===== config.mk =====
export PLATFORM = sky130hd
export DESIGN_NAME = master_port
export DESIGN_NICKNAME = d
export VERILOG_FILES = /design/src/rtl/bus_pkg.sv /design/src/rtl/bus_timeout_ctr.sv /design/src/rtl/master_port.sv
export SDC_FILE = /design/constraint.sdc
export NUM_CORES = 1
export LEC_CHECK = 0
export CORE_UTILIZATION = 50
export CTS_BUF_LIST = sky130_fd_sc_hd__clkbuf_4 sky130_fd_sc_hd__clkbuf_8 sky130_fd_sc_hd__clkbuf_16
export CTS_CLUSTER_DIAMETER = 80
export CTS_CLUSTER_SIZE = 20
export DETAILED_ROUTE_END_ITERATION = 7
export PLACE_DENSITY = 0.74
export SLEW_MARGIN = 10
export SYNTH_ARGS = -nofsm -noshare
export SYNTH_HDL_FRONTEND = slang
export SYNTH_SLANG_ARGS = --single-unit

===== constraint.sdc =====
create_clock -name clk -period 2.21 [get_ports clk]
set_clock_uncertainty 0.1 [all_clocks]
set_input_delay 0.221 -clock clk [delete_from_list [all_inputs] [get_ports clk]]
set_output_delay 0.221 -clock clk [all_outputs]
set_load 0.005 [all_outputs]

===== src/rtl/bus_pkg.sv =====
// Shared definitions for the bit-serial system bus.
// Contents:
//   mst_state_e - state encoding of the master port FSM
//   MODE_READ / MODE_WRITE - values of the bus mode bit, shared with the slave ports
//   max_int - helper for sizing counters from two widths
package bus_pkg;

    typedef enum logic [2:0] {
        ST_IDLE  = 3'd0,
        ST_ADDR  = 3'd1,
        ST_DATA  = 3'd2,
        ST_RDATA = 3'd3,
        ST_DONE  = 3'd4
    } mst_state_e;

    localparam logic MODE_READ  = 1'b0;
    localparam logic MODE_WRITE = 1'b1;

    function automatic int max_int(input int a, input int b);
        return (a > b) ? a : b;
    endfunction

endpackage


===== src/rtl/bus_timeout_ctr.sv =====
// Handshake watchdog for the serial bus.
// Counts cycles without a handshake and flags when TIMEOUT-1 is reached.
// Ports:
//   clk, rstn - clock, synchronous active-low reset
//   clr       - restart the count (handshake seen or not in a bus phase)
//   en        - count this cycle (bus phase with no handshake)
//   expired   - count has reached TIMEOUT-1
module bus_timeout_ctr #(
    parameter int TIMEOUT = 64
) (
    input  logic clk,
    input  logic rstn,
    input  logic clr,
    input  logic en,
    output logic expired
);

    localparam int TW = $clog2(TIMEOUT);

    logic [TW-1:0] cnt_q;
    logic [TW-1:0] cnt_d;

    assign expired = (cnt_q == TW'(TIMEOUT - 1));

    // Saturates at TIMEOUT-1; the FSM leaves the bus phase on that cycle anyway.
    always_comb begin
        cnt_d = cnt_q;
        if (clr) begin
            cnt_d = '0;
        end else if (en && !expired) begin
            cnt_d = cnt_q + 1'b1;
        end
    end

    always_ff @(posedge clk) begin
        if (!rstn) begin
            cnt_q <= '0;
        end else begin
            cnt_q <= cnt_d;
        end
    end

endmodule


===== src/rtl/master_port.sv =====
// Bit-serial bus initiator.
// Takes one parallel read/write request from the local master, shifts the
// address (and write data) MSB-first onto wr_bus, collects read data MSB-first
// from rd_bus, and returns a one-cycle response.
// Ports:
//   clk, rstn                      - clock, synchronous active-low reset
//   req_valid/req_ready            - local request handshake
//   req_mode/req_addr/req_wdata    - request payload (mode 1 = write)
//   rsp_valid/rsp_rdata/rsp_err    - one-cycle completion, read data, timeout flag
//   mode                           - bus mode bit, held during the transaction
//   wr_bus/master_valid/slave_ready - master-to-slave serial channel
//   rd_bus/slave_valid/master_ready - slave-to-master serial channel
//
// state | meaning
// IDLE  | waiting for a local request, req_ready high
// ADDR  | shifting out address bits
// DATA  | shifting out write data bits
// RDATA | collecting read data bits
// DONE  | one-cycle response, bus idle
module master_port
    import bus_pkg::*;
#(
    parameter int ADDR_WIDTH = 16,
    parameter int DATA_WIDTH = 8,
    parameter int TIMEOUT    = 64
) (
    input  logic                  clk,
    input  logic                  rstn,
    input  logic                  req_valid,
    output logic                  req_ready,
    input  logic                  req_mode,
    input  logic [ADDR_WIDTH-1:0] req_addr,
    input  logic [DATA_WIDTH-1:0] req_wdata,
    output logic                  rsp_valid,
    output logic [DATA_WIDTH-1:0] rsp_rdata,
    output logic                  rsp_err,
    output logic                  mode,
    output logic                  wr_bus,
    output logic                  master_valid,
    output logic                  master_ready,
    input  logic                  rd_bus,
    input  logic                  slave_ready,
    input  logic                  slave_valid
);

    localparam int CW = $clog2(max_int(ADDR_WIDTH, DATA_WIDTH) + 1);

    mst_state_e state_q, state_d;

    logic                  mode_q,  mode_d;
    logic [ADDR_WIDTH-1:0] addr_q,  addr_d;
    logic [DATA_WIDTH-1:0] wdata_q, wdata_d;
    logic [DATA_WIDTH-1:0] rdata_q, rdata_d;
    logic [CW-1:0]         cnt_q,   cnt_d;
    logic                  err_q,   err_d;

    logic hs;
    logic active;
    logic tmo_expired;
    logic tmo_hit;
    logic last_addr;
    logic last_data;

    // Only one of the two channels can be live in any state, so a single
    // handshake strobe serves ADDR, DATA and RDATA.
    assign hs = (master_valid && slave_ready) || (master_ready && slave_valid);

    assign active = (state_q == ST_ADDR) || (state_q == ST_DATA) || (state_q == ST_RDATA);

    // A handshake in the expiring cycle still counts; only a silent cycle aborts.
    assign tmo_hit = active && !hs && tmo_expired;

    assign last_addr = (cnt_q == CW'(ADDR_WIDTH - 1));
    assign last_data = (cnt_q == CW'(DATA_WIDTH - 1));

    bus_timeout_ctr #(
        .TIMEOUT (TIMEOUT)
    ) u_timeout (
        .clk     (clk),
        .rstn    (rstn),
        .clr     (!active || hs),
        .en      (active && !hs),
        .expired (tmo_expired)
    );

    always_ff @(posedge clk) begin
        if (!rstn) begin
            state_q <= ST_IDLE;
            mode_q  <= MODE_READ;
            addr_q  <= '0;
            wdata_q <= '0;
            rdata_q <= '0;
            cnt_q   <= '0;
            err_q   <= 1'b0;
        end else begin
            state_q <= state_d;
            mode_q  <= mode_d;
            addr_q  <= addr_d;
            wdata_q <= wdata_d;
            rdata_q <= rdata_d;
            cnt_q   <= cnt_d;
            err_q   <= err_d;
        end
    end

    always_comb begin
        state_d = state_q;
        case (state_q)
            ST_IDLE: begin
                if (req_valid) state_d = ST_ADDR;
            end
            ST_ADDR: begin
                if (tmo_hit) begin
                    state_d = ST_DONE;
                end else if (hs && last_addr) begin
                    state_d = (mode_q == MODE_WRITE) ? ST_DATA : ST_RDATA;
                end
            end
            ST_DATA, ST_RDATA: begin
                if (tmo_hit || (hs && last_data)) state_d = ST_DONE;
            end
            ST_DONE: state_d = ST_IDLE;
            default: state_d = ST_IDLE;
        endcase
    end

    always_comb begin
        mode_d  = mode_q;
        addr_d  = addr_q;
        wdata_d = wdata_q;
        rdata_d = rdata_q;
        cnt_d   = cnt_q;
        err_d   = err_q;
        case (state_q)
            ST_IDLE: begin
                if (req_valid) begin
                    mode_d  = req_mode;
                    addr_d  = req_addr;
                    wdata_d = req_wdata;
                    rdata_d = '0;
                    cnt_d   = '0;
                    err_d   = 1'b0;
                end
            end
            ST_ADDR: begin
                if (tmo_hit) begin
                    err_d = 1'b1;
                end else if (hs) begin
                    addr_d = {addr_q[ADDR_WIDTH-2:0], 1'b0};
                    cnt_d  = last_addr ? '0 : cnt_q + 1'b1;
                end
            end
            ST_DATA: begin
                if (tmo_hit) begin
                    err_d = 1'b1;
                end else if (hs) begin
                    wdata_d = {wdata_q[DATA_WIDTH-2:0], 1'b0};
                    cnt_d   = last_data ? '0 : cnt_q + 1'b1;
                end
            end
            ST_RDATA: begin
                if (tmo_hit) begin
                    err_d   = 1'b1;
                    rdata_d = '0;
                end else if (hs) begin
                    rdata_d = {rdata_q[DATA_WIDTH-2:0], rd_bus};
                    cnt_d   = last_data ? '0 : cnt_q + 1'b1;
                end
            end
            default: ;
        endcase
    end

    always_comb begin
        req_ready    = 1'b0;
        master_valid = 1'b0;
        master_ready = 1'b0;
        wr_bus       = 1'b0;
        mode         = 1'b0;
        rsp_valid    = 1'b0;
        rsp_rdata    = '0;
        rsp_err      = 1'b0;
        case (state_q)
            ST_IDLE: req_ready = 1'b1;
            ST_ADDR: begin
                master_valid = 1'b1;
                wr_bus       = addr_q[ADDR_WIDTH-1];
                mode         = mode_q;
            end
            ST_DATA: begin
                master_valid = 1'b1;
                wr_bus       = wdata_q[DATA_WIDTH-1];
                mode         = mode_q;
            end
            ST_RDATA: begin
                master_ready = 1'b1;
                mode         = mode_q;
            end
            ST_DONE: begin
                rsp_valid = 1'b1;
                rsp_err   = err_q;
                if (mode_q == MODE_READ && !err_q) rsp_rdata = rdata_q;
            end
            default: ;
        endcase
    end

endmodule

==> results of run 1 <==
-- cell usage in the layout, fill, tap and decap left out, drive strengths merged, types with 3 or more instances in the layout --
master          n
a211oi          4
a311oi         15
dfxtp          48
o21a            3
nand2          59
nor2b           4
nor4            3
and2           12
nor2           39
a21oi          19
inv             5
xnor2           3
dlymetal6s2s    8
clkbuf          7
nand2b          4
mux2i          18
nor3            8
clkdlybuf4s50  37
nand3           7
ha              4
buf            25
nor3b           5
-- what timing repair did --
item                                    4_1_cts  5_1_grt
hold buffers                                  0        0
endpoints found under the setup margin        9       12
setup buffers                                 3        1
gates resized for setup                       8       15
-- layout make-up --
cell class	instances	area (µm²)	share of cell area, %
Clock buffer	7	83.8	2.63
Clock inverter	1	8.76	0.274
Inverter	5	18.8	0.588
Multi-Input combinational cell	228	1380	43.1
Sequential cell	48	970	30.4
Tap cell	52	65.1	2.04
Timing Repair Buffer	70	671	21.0
-- layer usage --
metal  track usage, %  wire length (µm)  vias up
met2             34.5              2430       48
met5                0                 0        -
met1             30.5              2640     1032
met3             6.05               234        4
li1                 -                 -     1150
met4             5.78                35        0
-- metrics by stage --
stage                     power (mW)  cell area (µm²)
final                           3.31             3190
after global routing            3.59             3190
after CTS                       3.29             3140
after detailed placement        2.68             3000
after global placement          2.66             3000
after floorplan                 2.20             2400
-- worst min path at each step --
stage                       to  slack [ps]
global placement    rdata_q[7]         350
floorplan           rdata_q[0]         260
finish              rdata_q[0]         370
global route            mode_q         380
detailed placement  rdata_q[7]         360
CTS                 rdata_q[0]         360
-- worst max-delay path, delay by kind of cell, from the launching register on --
kind	cells	cell delay, ps
buffers and inverters	2	690
DFF	1	340
and+or+nand+nor	1	290
AOI/OAI and AO/OA	1	210
-- synthesized netlist by cell type (2+ instances only) --
master    count  area share, %
a22oi_1       2           0.62
a211oi_1      4            1.3
and3_1        2           0.52
o21ai_0       2           0.42
mux2i_1      18            7.5
dfxtp_1      48             40
nand2b_1      4            1.0
clkbuf_1     11            1.7
a22o_1        2           0.73
o21a_1        3           0.94
a311oi_1     15            5.5
nor3_1        8            1.7
buf_6         2           0.94
nor3b_1       4            1.3
nor4_1        3           0.78
nand2_1      59            9.2
and2_1       12            3.1
xnor2_1       3            1.1
nor2b_1       4            1.0
nand3_1       7            1.5
ha_1          4            2.1
nor2_1       39            6.1
buf_2         5            1.0
inv_1         5           0.78
a21oi_1      19            4.0
-- power by group --
group | leakage (nW) | internal (mW) | switching (mW) | total (mW)
clock network | 0.0493 | 0.251 | 0.278 | 0.529
logic | 0.938 | 0.772 | 0.833 | 1.61
registers | 0.394 | 1.05 | 0.120 | 1.18
-- registers in the layout, summed over array words and instances, names as in the netlist --
| signal | count |
|---|---|
| addr_q | 16 |
| mode_q | 1 |
| rdata_q | 8 |
| state_q | 3 |
| wdata_q | 8 |
| cnt_q | 5 |
| err_q | 1 |
| u_timeout.cnt_q | 6 |
-- logic make-up after synthesis --
| family | Yosys count | share of synthesized area (%) |
|---|---|---|
| AO/OA/AOI/OAI | 53 | 15.4 |
| XOR/XNOR | 4 | 1.46 |
| adder cells (fa/ha/maj) | 4 | 2.08 |
| buffers and inverters | 24 | 4.64 |
| flip-flops | 48 | 40.0 |
| multiplexers | 19 | 8.12 |
| AND/OR/NAND/NOR | 148 | 28.3 |
==> impl_summary.log, run 1 <==
[metrics] I/O pin count: 46
[metrics] count of vias placed by the detailed router: 2,234
[metrics] Max transition margin: 62.8%
[metrics] Hold Path Stages: 3
[metrics] Overall Global Routing Usage: 22.2%
[metrics] most used flip-flop cell after synthesis: dfxtp_1
[metrics] CTS tree: yes
[metrics] Starting Density: 53.7%
[metrics] Clock Sink Count: 48
[metrics] synthesized area divided by synthesized cell count: 8.01 µm²
[metrics] kind of end point of the critical path: output pin
[metrics] Max Slew Vio Count: 0
[metrics] sum of negative setup slack: 0 ps
[metrics] required time at the endpoint of the critical path: 1890 ps
[metrics] start point of the worst min-delay path: rd_bus
[metrics] detail-routed net length per standard cell: 13.0 µm
[metrics] routed wire length: 5.34 mm
[metrics] post-detailed-route via-to-cell ratio: 5.44
[metrics] failing checks: design-rule violations
[metrics] maximum number of pins on one net before global-route repair: 33
[metrics] share of synthesized flip-flops with an asynchronous set or reset: 0%
[metrics] top fanout value on the critical path: 14
[metrics] final worst path period share: 97.1%
[metrics] Syn Inst Count: 300
[metrics] clock buffer count from CTS: 5
[metrics] final setup violation count: 0
[metrics] slew at the pin with the worst max-slew slack: 551 ps
[metrics] deepest clock path buffer count: 2
[metrics] global-route wire length before repair: 9.11 mm
[metrics] initial antenna violation count: 0
[metrics] classification of the worst-slack hold path: in -> reg
[metrics] DP HPWL: 3.71 mm
[metrics] r2r worst-path depth: 9
[metrics] clock latency of the later-clocked register in the worst-skew pair: 300 ps
[metrics] horizontal extent of the die: 71.3 µm
[metrics] GR Overflow Total: 0
[metrics] CTS H-tree lvls: 2
[metrics] Distinct cells, synth: 40
[metrics] cells along the critical path: buf_4 -> nor3b_4 -> a22o_1 -> clkdlybuf4s50_1
[metrics] crit path max-delay cell type: clkdlybuf4s50_1
[metrics] Min Hold Slack: 370 ps
[metrics] fill cell total of the finished layout: 367
[metrics] arrival time at the worst endpoint: 1820 ps
[metrics] Syn Nets: 335
[metrics] number of routed nets with antenna violations: 0
[metrics] leakage power of the design: 1.38 nW
[metrics] share of synthesized area occupied by flip-flops and latches: 40.0%
[metrics] Critical Path Source: state_q[1]
[metrics] Highest Clock Rate: 0.466 GHz
[metrics] clock period minus final worst setup slack: 2150 ps
[metrics] clk slew on worst S/H paths: 80 ps
[metrics] max capacitance violation total: 0
[metrics] Initial DRC Count: 116
[metrics] unrepaired setup endpoints after global routing: true
[metrics] critical path's largest stage delay: 500 ps
[metrics] minimum setup slack among reg-to-reg paths: 170 ps
[metrics] synth warn: 0
[metrics] diodes inserted: 0
[metrics] #FFs+latches synth: 48
[metrics] post-route DRC violation count: 2
[metrics] standard cell core area: 0.00447 mm²
[metrics] Final Hold Viols: 0
[metrics] maximum vdd drop: 0.715 mV
[metrics] Final Non-Filler Cells: 411
[metrics] cell count after placement: 399
[metrics] weighted congestion at the end of routability-driven global placement: 0.814
[metrics] area of the die: 0.00509 mm²
[metrics] router iterations before antenna repair: 6
[metrics] critical path class: reg -> out
[metrics] critical path endpoint: wr_bus
[metrics] Cell Pwr Density: 1040 mW/mm²
[metrics] y dimension of the die: 71.3 µm
[metrics] number of enable-type register cells in the synthesized netlist: 0
[metrics] core occupancy in the finished layout: 71.4%
[metrics] cell area after synthesis: 0.00240 mm²
[metrics] Area growth syn-to-layout: 32.9%
[metrics] worst slack, placed: 7.72 ps
[metrics] capture point of the worst reg-to-reg path: cnt_q[1]
[metrics] vias in the first global route: 2,046
[metrics] run status: finished with violations
[metrics] nature of the critical path startpoint: flop
[metrics] total of buffers placed on input and output ports: 45
[metrics] Post-layout nets: 393
[metrics] ratio of cells with drive above 1 in the final layout: 13.1%
[metrics] library cell used as clock root buffer: clkbuf_8
[metrics] row cnt: 24
[metrics] startpoint of the worst register-to-register path: cnt_q[0]
[metrics] worst setup margin: 64.7 ps
No activity file was read; power rests on OpenSTA's default activity.
==> run 2: changes to the inputs <==
--- a/config.mk
+++ b/config.mk
@@ -8,7 +8,6 @@
 export CORE_UTILIZATION = 50
 export CTS_BUF_LIST = sky130_fd_sc_hd__clkbuf_4 sky130_fd_sc_hd__clkbuf_8 sky130_fd_sc_hd__clkbuf_16
 export CTS_CLUSTER_DIAMETER = 80
-export CTS_CLUSTER_SIZE = 20
 export DETAILED_ROUTE_END_ITERATION = 7
 export PLACE_DENSITY = 0.74
 export SLEW_MARGIN = 10
==> results of run 2 <==
Same layout as run 1: the final DEF is identical, and so are final timing and power.
